## src/rtl/regfile_access_ctrl_pkg.sv

```systemverilog
// regfile_access_ctrl_pkg: shared encodings for the register file access controller
package regfile_access_ctrl_pkg;
  localparam int REG_ADDR_W = 5;
  localparam logic [5:0] RF_OP_RTYPE = 6'd0;
  localparam logic [5:0] RF_OP_ITYPE = 6'd8;
  localparam logic [5:0] RF_OP_NOP = 6'd2;
  typedef enum logic [1:0] {
    IDLE = 2'd0,
    WR   = 2'd1,
    RD   = 2'd2,
    RSP  = 2'd3
  } state_t;
endpackage

```

## src/rtl/regfile_access_ctrl_arbiter.sv

```systemverilog
// rf_arbiter: write-priority grant with a streak counter that forces a pending read through
module rf_arbiter #(
  parameter int MAX_WB_STREAK = 4
) (
  input  logic clk,
  input  logic rst,
  input  logic busy_i,
  input  logic rd_valid_i,
  input  logic wb_valid_i,
  output logic rd_grant_o,
  output logic wb_grant_o
);
  localparam logic [3:0] MAX_S = 4'(MAX_WB_STREAK);
  logic [3:0] streak_q, streak_d;
  logic force_rd;
  // Grant decision and next streak value; the streak only counts writes that overtake a waiting read
  always_comb begin
    force_rd = rd_valid_i && streak_q == MAX_S;
    wb_grant_o = !busy_i && wb_valid_i && !force_rd;
    rd_grant_o = !busy_i && rd_valid_i && (!wb_valid_i || force_rd);
    streak_d = (!rd_valid_i || rd_grant_o) ? '0 :
               (wb_grant_o && streak_q != MAX_S) ? streak_q + 4'd1 : streak_q;
  end
  // Streak register
  always_ff @(posedge clk or posedge rst) begin
    if (rst) streak_q <= '0;
    else streak_q <= streak_d;
  end
endmodule

```

## src/rtl/regfile_access_ctrl.sv

```systemverilog
// regfile_access_ctrl: arbitrates read/write-back requests onto a one-op-per-cycle register file
// Optional: REGFILE_ZERO_REG_EN makes register 0 read as zero and drops writes to it.
module regfile_access_ctrl
  import regfile_access_ctrl_pkg::*;
#(
  parameter int WORD_SIZE = 32,
  parameter int MAX_WB_STREAK = 4
) (
  input  logic                  clk,
  input  logic                  rst,
  input  logic                  rd_req_valid,
  output logic                  rd_req_ready,
  input  logic                  rd_req_two,
  input  logic [REG_ADDR_W-1:0] rd_req_rs,
  input  logic [REG_ADDR_W-1:0] rd_req_rt,
  output logic                  rd_rsp_valid,
  output logic [WORD_SIZE-1:0]  rd_rsp_data1,
  output logic [WORD_SIZE-1:0]  rd_rsp_data2,
  input  logic                  wb_valid,
  output logic                  wb_ready,
  input  logic [REG_ADDR_W-1:0] wb_addr,
  input  logic [WORD_SIZE-1:0]  wb_data,
  output logic [5:0]            rf_opcode,
  output logic                  rf_regwrite,
  output logic [REG_ADDR_W-1:0] rf_readreg1,
  output logic [REG_ADDR_W-1:0] rf_readreg2,
  output logic [REG_ADDR_W-1:0] rf_writereg,
  output logic [WORD_SIZE-1:0]  rf_writedata,
  input  logic [WORD_SIZE-1:0]  rf_readdata1,
  input  logic [WORD_SIZE-1:0]  rf_readdata2
);
  state_t state_q, state_d;
  logic two_q, rd_grant, wb_grant, wr_issue, rs_zero, rt_zero;
  rf_arbiter #(.MAX_WB_STREAK(MAX_WB_STREAK)) u_arb (
    .clk        (clk),
    .rst        (rst),
    .busy_i     (state_q == RD),
    .rd_valid_i (rd_req_valid),
    .wb_valid_i (wb_valid),
    .rd_grant_o (rd_grant),
    .wb_grant_o (wb_grant)
  );
  assign rd_req_ready = rd_grant;
  assign wb_ready = wb_grant;
`ifdef REGFILE_ZERO_REG_EN
  assign wr_issue = wb_grant && wb_addr != '0;
  assign rs_zero = rf_readreg1 == '0;
  assign rt_zero = rf_readreg2 == '0;
`else
  assign wr_issue = wb_grant;
  assign rs_zero = 1'b0;
  assign rt_zero = 1'b0;
`endif
  // Regfile read data is registered at the end of RD, so it is simply passed through in RSP
  assign rd_rsp_data1 = rs_zero ? '0 : rf_readdata1;
  assign rd_rsp_data2 = (!two_q || rt_zero) ? '0 : rf_readdata2;
  // Next state: RD always resolves to RSP, otherwise follow the grant
  always_comb begin
    state_d = state_q == RD ? RSP : wr_issue ? WR : rd_grant ? RD : IDLE;
  end
  // FSM with registered regfile controls; address/data fields hold until the next grant
  always_ff @(posedge clk or posedge rst) begin
    if (rst) begin
      state_q <= IDLE;
      two_q <= 1'b0;
      rd_rsp_valid <= 1'b0;
      rf_opcode <= RF_OP_NOP;
      rf_regwrite <= 1'b0;
      rf_readreg1 <= '0;
      rf_readreg2 <= '0;
      rf_writereg <= '0;
      rf_writedata <= '0;
    end else begin
      state_q <= state_d;
      rd_rsp_valid <= state_d == RSP;
      rf_regwrite <= wr_issue;
      rf_opcode <= wr_issue ? RF_OP_RTYPE : rd_grant ? (rd_req_two ? RF_OP_RTYPE : RF_OP_ITYPE) : RF_OP_NOP;
      if (wr_issue) begin
        rf_writereg <= wb_addr;
        rf_writedata <= wb_data;
      end
      if (rd_grant) begin
        rf_readreg1 <= rd_req_rs;
        rf_readreg2 <= rd_req_rt;
        two_q <= rd_req_two;
      end
    end
  end
endmodule

```

## config.mk

```make
export PLATFORM = sky130hd
export DESIGN_NAME = regfile_access_ctrl
export DESIGN_NICKNAME = d
export VERILOG_FILES = /design/src/rtl/regfile_access_ctrl_pkg.sv /design/src/rtl/regfile_access_ctrl_arbiter.sv /design/src/rtl/regfile_access_ctrl.sv
export SDC_FILE = /design/constraint.sdc
export NUM_CORES = 1
export LEC_CHECK = 0
export BUFFER_PORTS_ARGS = -buffer_cell sky130_fd_sc_hd__buf_2
export CAP_MARGIN = 10
export CORE_AREA = 2 2 91 93
export CTS_CLUSTER_DIAMETER = 120
export DETAILED_ROUTE_END_ITERATION = 6
export DIE_AREA = 0 0 93 95
export PLACE_DENSITY_LB_ADDON = 0.05
export SLEW_MARGIN = 10
export SYNTH_ARGS = -nofsm -noshare
export SYNTH_HDL_FRONTEND = slang
export SYNTH_SLANG_ARGS = --single-unit
```

## constraint.sdc

```tcl
create_clock -name clk -period 2.9 [get_ports clk]
set_input_delay 0.58 -clock clk [delete_from_list [all_inputs] [get_ports clk]]
set_output_delay 0.58 -clock clk [all_outputs]
set_load 0.005 [all_outputs]
```

==> impl_metrics.py, run 1 <==
metrics = {
    "finish": {
        "final_area_mm2": 0.003691,
        "seqCellArea_mm2": 0.001453,
        "multi_input_area_mm2": 0.001037,
        "finalNetCount": 478,
        "layout-drive-gt1-share_pct": 66.21,
        "syn_to_final_growth_pct": 28.93,
        "final_cells": 470,
        "nFillCells": 784,
        "final_util_pct": 46.56,
    },
    "clock_network": {
        "cts_setup_buffers": 0,
        "cts_tree": "built",
        "clock_latency_ps": 320,
        "cts_resized": 0,
        "cts_made_buffers": 9,
        "cts_buffer_depth": 2,
        "h-tree-depth": 3,
        "clockRootBuffer": "clkbuf_8",
        "ctsHoldBuffers": 0,
        "clk_pin_slew_worst_paths_ps": 60,
        "cts.sinks": 58,
    },
    "power": {
        "totalPowerFinal_uw": 2117,
        "p_leak_uw": 0.001947,
        "p_per_area_mw_per_mm2": 573.6,
        "peakVddDrop_mv": 0.2812,
    },
    "global_routing": {
        "grtUsageTotal_pct": 17.70,
        "grt_pass1_vias": 2152,
        "grt_max_degree": 38,
        "grt_overflow_total": 0,
        "grt_pass1_wl_um": 11720,
        "antenna_found_initial": 1,
    },
    "floorplanning": {
        "dieArea_mm2": 0.008835,
        "start_util_pct": 36.11,
        "fp.coreArea_mm2": 0.007928,
        "io_pins": 237,
        "core.rowCount": 33,
        "die_width_um": 93,
        "dieHeight_um": 95,
    },
    "logic_synthesis": {
        "synth.most_common_cell": "dfrtp_1",
        "synth-seq-cells": 58,
        "ys_top_cells_by_area": "dfrtp_1, mux2_2, buf_4",
        "synthDistinctLibCells": 30,
        "synthCells": 221,
        "synth.top_cell.area_share_pct": 49.83,
        "synth_edf_count": 0,
        "ys.flop_type": "dfrtp_1",
        "syn-cell-area_mm2": 0.002863,
        "seq_area_frac_synth_pct": 50.74,
        "synthArstFlopShare_pct": 100.0,
        "avgSynthCellArea_um2": 12.95,
        "yosys-top-cells-count": "dfrtp_1, buf_4, and2_1, mux2_2, mux2_4",
        "yosys_warnings": 0,
        "synth_top_cell_by_area": "dfrtp_1",
    },
    "route": {
        "ant_nets": 0,
        "vias_per_cell": 4.564,
        "drt_pass1_iterations": 4,
        "vias": 2145,
        "drtIter0Drc": 85,
        "drt_wl_total_um": 8038,
        "drc": 0,
        "routedWlPerCell_um": 17.10,
    },
    "worst_setup_path": {
        "reg2reg_from": "u_arb.streak_q[0]",
        "cp_max_fo": 5,
        "end_kind": "output pin",
        "cp.required_ps": 2320,
        "path_delay_family": "flip-flops",
        "cp_slowest_cell": "dfrtp_1",
        "path_buf_inv": 2,
        "reg2reg_slack_ps": 940,
        "regToRegEndpoint": "rf_writedata[14]",
        "cp.depth": 5,
        "arrival_ps": 1750,
        "path_cells": "inv_1, ha_1, nand3b_4, a211oi_4, buf_2",
        "critPathLaunchType": "register",
        "r2r_cells": 6,
        "max_stage_delay_ps": 410,
        "crit_type": "register to output pin",
    },
    "run": {
        "maxCapViolations": 0,
    },
    "place": {
        "port_buffers": 168,
        "dp_cells": 454,
        "place_area_mm2": 0.003517,
        "gp_congestion": 0.8044,
        "dp_hpwl_um": 6516,
    },
    "sta": {
        "rsz0062_at_grt": "no",
        "fmax_ghz": 0.4296,
        "final-setup-viol-count": 0,
        "min_period_ps": 2328,
        "finalClockSkew_ps": 4.240,
        "fin_setup_tns_ps": 0,
        "hold_viol": 0,
        "slew_viol_final": 0,
        "relSlewSlack_pct": 53.37,
        "worstMarginPinSlew_ps": 698.5,
        "period_share_pct": 80.26,
    },
    "worst_hold_path": {
        "hp-class": "primary input to asynchronous set/reset pin",
    },
    "run_status": {
        "status": "complete, no violations",
    },
}
[layout by cell type (no fill, tap or decap), drive strengths merged]
cell      Yosys  final
buf          44    172
dfrtp        57     57
mux2         48     48
and2         32     32
clkbuf        3     13
inv           6      6
nand2         5      5
nand3         5      5
conb          1      4
nand4         3      3
o21ai         2      2
ha            2      2
diode         0      1
nand2b        1      1
nand4b        1      1
nand3b        1      1
a211oi        1      1
a21oi         1      1
or2           1      1
and2b         1      1
o221ai        1      1
a21o          1      1
a2111oi       1      1
or4           1      1
o211ai        1      1
clkinvlp      0      1
clkinv        0      1
dfstp         1      1
[metrics by stage]
stage          hold WS, ps  worst slack, ps
3_5_place_dp         487.3            830.5
3_3_place_gp         484.7            861.5
5_1_grt              401.6            448.2
6_report             360.7            572.4
4_1_cts              378.8            522.2
2_1_floorplan        504.1            893.7
[state kept, by name (all words and copies together) (netlist names)]
signal and flops:
rf_writedata 32, two_q 1, rd_rsp_valid 1, rf_opcode 2
u_arb.streak_q 4, rf_readreg1 5, rf_readreg2 5, rf_writereg 5
rf_regwrite 1, state_q 2
[report_power, final]
| group | switching [uW] | internal [uW] |
|---|---|---|
| Sequential | 65.9 | 919 |
| Clock | 299 | 351 |
| Combinational | 195 | 287 |
| Total | 560 | 1560 |
[metal layers]
layer	wire (um)	global-route usage [%]
met5	0	0
met4	97	5.882
met3	1064	10.30
met2	4219	30.25
met1	2656	18.27
[worst max-delay path by stage]
stage | slack [ps] | endpoint | start
global placement | 860 | rf_writereg[0] | rd_req_valid
detailed placement | 830 | rf_writedata[30] | rd_req_valid
CTS | 520 | rd_req_ready | u_arb.streak_q[0]
floorplan | 890 | rd_rsp_valid | rst
finish | 570 | rd_req_ready | u_arb.streak_q[0]
global route | 450 | rd_req_ready | u_arb.streak_q[0]
[cells by family after synthesis]
family | count (synthesis) | share of synthesized area, %
AO/OA/AOI/OAI | 8 | 2.360
flip-flops | 58 | 50.74
adder cells (fa/ha/maj) | 2 | 0.8740
buffers and inverters | 53 | 13.59
other | 1 | 0.1310
multiplexers | 48 | 21.11
AND/OR/NAND/NOR | 51 | 11.19
[cell type report]
cell class / instances / area share, %
clock inverters: 2 / 0.3390
diodes: 1 / 0.06780
clock buffers: 13 / 4.305
inverters: 6 / 0.6780
repair buffers: 172 / 23.59
flip-flops and latches: 58 / 39.36
multi-input cells: 113 / 28.10
well taps: 105 / 3.559
Power figures use the tool's default switching activity.
==> inputs of run 2 (changes only) <==
- CORE_AREA: 2 2 91 93 -> 2 2 92 94
- DIE_AREA: 0 0 93 95 -> 0 0 94 96
- clock period: 2.9 -> 2.3 ns (I/O delays scaled with it)
==> run 2 against run 1 <==
Against the previous run:
- worst setup slack lost 410 ps
- power grew 27%
- core utilization shrank 0.095 points
- largest power group unchanged
- highest routed layer unchanged
==> impl_metrics.py, run 2 (synthesis gave the netlist of run 1 again) <==
metrics = {
    "power": {
        "swShare_pct": 27.56,
        "p_comb_share_pct": 22.9,
        "peakVddDrop_mv": 0.2941,
        "power_frac_seq_pct": 46.2,
        "p_per_area_mw_per_mm2": 719.2,
        "clockPowerShare_pct": 30.9,
        "power_switching_uw": 741.6,
        "p_leak_uw": 0.001961,
        "p_int_uw": 1949,
    },
    "finish": {
        "max_flop_register": "rf_writedata",
        "multi_input_area_mm2": 0.001045,
        "final_area_mm2": 0.003741,
        "finalNetCount": 478,
        "layout-drive-gt1-share_pct": 66.85,
        "largest_reg_flops": 32,
        "layout_commonest_cell": "buf_2",
        "seqCellArea_mm2": 0.001453,
        "diodes": 0,
        "syn_to_final_growth_pct": 30.68,
        "final_cell_mix": "buf_2, dfrtp_1, and2_1",
        "final_util_pct": 46.46,
        "nFillCells": 788,
    },
    "route": {
        "drc": 0,
        "vias": 2028,
        "drt_pass1_iterations": 4,
        "ant_nets": 0,
        "drt_wl_total_um": 6922,
        "drtIter0Drc": 41,
        "routedWlPerCell_um": 14.73,
        "vias_per_cell": 4.315,
    },
    "worst_hold_path": {
        "hp-class": "primary input to asynchronous set/reset pin",
    },
    "clock_network": {
        "cts_made_buffers": 9,
        "clockRootBuffer": "clkbuf_8",
        "cts_tree": "built",
        "cts_buffer_depth": 2,
        "clk_pin_slew_worst_paths_ps": 70,
        "cts.sinks": 58,
        "clock_latency_ps": 330,
        "h-tree-depth": 3,
    },
    "sta": {
        "relSlewSlack_pct": 53.52,
        "slew_viol_final": 0,
        "hold_viol": 0,
        "fmax_ghz": 0.4678,
        "worst_slack_ps": 162.5,
        "period_share_pct": 92.93,
        "final-setup-viol-count": 0,
        "worstMarginPinSlew_ps": 697.2,
        "rsz0062_at_grt": "no",
        "min_period_ps": 2137,
        "finalClockSkew_ps": 10.49,
        "fin_setup_tns_ps": 0,
    },
    "place": {
        "dp_slack_ps": 471.0,
        "place_area_mm2": 0.003555,
        "dp_hpwl_um": 5358,
        "gp_congestion": 0.7747,
        "port_buffers": 168,
    },
    "floorplanning": {
        "die_width_um": 94,
        "dieArea_mm2": 0.009024,
        "io_pins": 237,
        "start_util_pct": 35.56,
        "dieHeight_um": 96,
        "core.rowCount": 33,
        "fp.coreArea_mm2": 0.008051,
    },
    "worst_setup_path": {
        "cpMostUsedCell": "inv_1",
        "arrival_ps": 1680,
        "path_cells": "inv_1, ha_1, nand4b_1, nand3_4, inv_1, buf_2",
        "cp.required_ps": 1840,
        "crit_type": "register to output pin",
        "cp_slowest_cell": "dfrtp_1",
        "critPathLaunchType": "register",
        "cp_max_fo": 8,
        "max_stage_delay_ps": 410,
        "end_kind": "output pin",
    },
    "run": {
        "maxCapViolations": 0,
    },
    "global_routing": {
        "grt_overflow_total": 0,
        "grtUsageTotal_pct": 15.01,
        "grt_pass1_vias": 1977,
        "grt_max_degree": 40,
        "antenna_found_initial": 0,
        "grt_pass1_wl_um": 10130,
    },
    "run_status": {
        "status": "complete, no violations",
    },
}
run 2: cell count changes in the layout (fill, tap and decap cells not counted), sizes merged:
cell / before / now
clkbuf: 13 / 10
clkinvlp: 1 / 3
clkinv: 1 / 2
diode: 1 / 0
inv: 6 / 7
run 2: critical path, delay by kind of cell (launching register included):
kind                       cells  cell delay (ps)
DFF                            1              410
buffers and inverters          3              290
adders and majority gates      1              210
and+or+nand+nor                2              450
run 2: power groups by stage:
stage | Sequential [uW] | Combinational [uW] | Clock [uW]
floorplan | 1250 | 363 | 0
global placement | 1260 | 625 | 0
detailed placement | 1260 | 626 | 0
CTS | 1240 | 628 | 873
global route | 1260 | 679 | 920
finish | 1240 | 616 | 832
run 2: stage by stage:
step	hold WS, ps	std cells	total power, uW
after detailed placement	486.8	454	1887
after global routing	142.7	470	2864
after CTS	116.0	470	2746
final	121.8	470	2691
after floorplan	504.1	224	1618
after global placement	483.0	454	1881
run 2: layout make-up:
| type | count | area share, % |
|---|---|---|
| Inverter | 6 | 0.6689 |
| Timing Repair Buffer | 172 | 24.28 |
| Sequential cell | 58 | 38.83 |
| Clock buffer | 10 | 3.679 |
| Multi-Input combinational cell | 113 | 27.93 |
| Clock inverter | 6 | 1.104 |
| Tap cell | 105 | 3.512 |
run 2: final timing paths:
check                                       start               end  slack (ps)  cells after the start
worst max register to register  u_arb.streak_q[0]    rf_readreg1[4]         490                      6
worst max-delay path            u_arb.streak_q[0]          wb_ready         160                      6
min in group clk                      wb_data[11]  rf_writedata[11]         350                      2
worst min register to register   rf_writedata[30]  rf_writedata[30]         500                      1
max in group asynchronous                     rst      rf_opcode[1]        1560                      3
worst min-delay path                          rst  rf_writedata[13]         120                      2
run 2: repair_timing:
action / CTS / global route
gates resized for setup: 0 / 1
buffers inserted: 0 / 0
endpoints found under the setup margin: 0 / 1
hold buffers: 0 / 0
run 2: metal layers:
| metal | track usage [%] | wire length (um) | up-vias |
|---|---|---|---|
| li1 | - | - | 971 |
| met1 | 18.11 | 2769 | 933 |
| met2 | 22.80 | 3273 | 107 |
| met3 | 6.813 | 756 | 17 |
| met4 | 7.367 | 123 | 0 |
| met5 | 0 | 0 | - |
==> inputs of run 3 (changes only) <==
- MAX_ROUTING_LAYER: unset -> met4
- PLACE_DENSITY_LB_ADDON: 0.05 -> 0.25
==> run 3 against run 2 <==
Against the previous run:
- combinational power fell by 2%
- largest cell class unchanged
- critical path type unchanged
- critical path depth fell by 1
- non-clock buffer count rose by 2
- sequential share of layout area fell by 0.21 points
- first-iteration DRC count rose by 34%
- routed wire length rose by 0.62%
- critical endpoint is now rd_req_ready
- worst hold slack improved by 130 ps
- core utilization rose by 0.25 points
- sequential power barely moved
- via count rose by 3.6%
- power rose by 5.2%
- clock power rose by 17%
==> impl_metrics.py, run 3 (synthesis gave the netlist of run 1 again) <==
metrics = {
    "global_routing": {
        "grt_pass1_wl_um": 10270,
        "grt_max_degree": 35,
        "antenna_found_initial": 1,
        "grt_pass1_vias": 2070,
        "grt_overflow_total": 0,
        "grtUsageTotal_pct": 15.85,
    },
    "route": {
        "ant_nets": 0,
        "vias": 2100,
        "drc": 0,
        "routedWlPerCell_um": 14.73,
        "vias_per_cell": 4.440,
        "drt_pass1_iterations": 4,
        "drtIter0Drc": 55,
        "drt_wl_total_um": 6965,
    },
    "clock_network": {
        "ctsHoldBuffers": 0,
        "cts_setup_buffers": 0,
        "clk_pin_slew_worst_paths_ps": 60,
        "clockRootBuffer": "clkbuf_8",
        "cts_resized": 0,
        "clock_latency_ps": 330,
        "cts_tree": "built",
        "cts_buffer_depth": 2,
        "cts.sinks": 58,
        "cts_made_buffers": 9,
        "h-tree-depth": 3,
    },
    "floorplanning": {
        "die_width_um": 94,
        "fp.coreArea_mm2": 0.008051,
        "start_util_pct": 35.56,
        "dieArea_mm2": 0.009024,
        "core.rowCount": 33,
        "dieHeight_um": 96,
        "io_pins": 237,
    },
    "finish": {
        "final_cells": 473,
        "layout_commonest_cell": "buf_2",
        "max_flop_register": "rf_writedata",
        "layout-drive-gt1-share_pct": 67.03,
        "syn_to_final_growth_pct": 31.38,
        "final_cell_mix": "buf_2, dfrtp_1, and2_1",
        "finalNetCount": 480,
        "nFillCells": 807,
        "largest_reg_flops": 32,
    },
    "worst_setup_path": {
        "cp_max_fo": 4,
        "max_stage_delay_ps": 400,
        "path_cells": "inv_1, ha_1, nand3b_4, a211oi_4, buf_2",
        "end_kind": "output pin",
        "crit_type": "register to output pin",
        "cp_slowest_cell": "dfrtp_1",
        "critPathLaunchType": "register",
        "arrival_ps": 1600,
        "cp.required_ps": 1840,
    },
    "run": {
        "maxCapViolations": 0,
    },
    "sta": {
        "worst_slack_ps": 235.2,
        "rsz0062_at_grt": "no",
        "min_period_ps": 2065,
        "finalClockSkew_ps": 8.811,
        "hold_viol": 0,
        "worstMarginPinSlew_ps": 731.0,
        "final-setup-viol-count": 0,
        "fin_setup_tns_ps": 0,
        "fmax_ghz": 0.4843,
        "relSlewSlack_pct": 51.19,
        "slew_viol_final": 0,
        "period_share_pct": 89.78,
    },
    "run_status": {
        "status": "complete, no violations",
    },
    "place": {
        "port_buffers": 168,
        "gp_congestion": 0.7424,
        "dp_slack_ps": 484.8,
        "dp_cells": 456,
        "dp_hpwl_um": 5529,
    },
    "power": {
        "p_leak_uw": 0.001988,
        "p_per_area_mw_per_mm2": 752.6,
        "peakVddDrop_mv": 0.4216,
    },
    "worst_hold_path": {
        "hp-class": "primary input to asynchronous set/reset pin",
    },
}
## run 3: path summary, 6_finish.rpt
check | start | endpoint | slack [ps] | cells after the start
worst max-delay path | u_arb.streak_q[0] | rd_req_ready | 240 | 5
max in group asynchronous | rst | rf_writedata[21] | 1480 | 3
worst min register to register | rf_writedata[23] | rf_writedata[23] | 500 | 1
worst max register to register | u_arb.streak_q[0] | rf_writedata[15] | 480 | 6
worst min-delay path | rst | rf_writedata[14] | 250 | 2
min in group clk | rd_req_two | rf_opcode[3] | 350 | 2
## run 3: worst max-delay path, delay by kind of cell, from the launching register on
family                     cells  cell delay [ps]
DFF                            1              400
and+or+nand+nor                1              120
AOI/OAI and AO/OA              1              280
buffers and inverters          2              270
adders and majority gates      1              210
## run 3: report_power, final
group | leakage [uW] | total (uW) | internal, uW | switching (uW)
Combinational | 0.00119 | 605 | 367 | 239
Sequential | 0.000689 | 1250 | 1160 | 89.2
Clock | 0.000112 | 977 | 587 | 391
Total | 0.00199 | 2830 | 2110 | 719
## run 3: layout make-up
type / count / area (um2) / area share (%)
diodes: 1 / 2.502 / 0.06653
clock buffers: 12 / 165.2 / 4.391
clock inverters: 4 / 48.80 / 1.297
inverters: 6 / 25.02 / 0.6653
multi-input cells: 113 / 1037 / 27.58
flip-flops and latches: 58 / 1453 / 38.62
well taps: 105 / 131.4 / 3.493
repair buffers: 174 / 898.4 / 23.89
## run 3: through the flow
stage	util (%)	hold WS, ps	total power (uW)	instance area, um2
detailed placement	44.02	486.9	1883	3545
CTS	46.68	274.2	2881	3759
global route	46.71	313.1	3003	3761
floorplan	-	504.1	1618	2874
global placement	44.02	484.5	1876	3545
finish	46.71	254.7	2831	3761
## run 3: layer usage
metal | up-vias | wire length [um] | track usage (%)
met1 | 984 | 2734 | 17.90
met3 | 27 | 619 | 5.168
met2 | 114 | 3372 | 24.70
li1 | 975 | - | -
met5 | - | 0 | -
met4 | 0 | 240 | 9.420
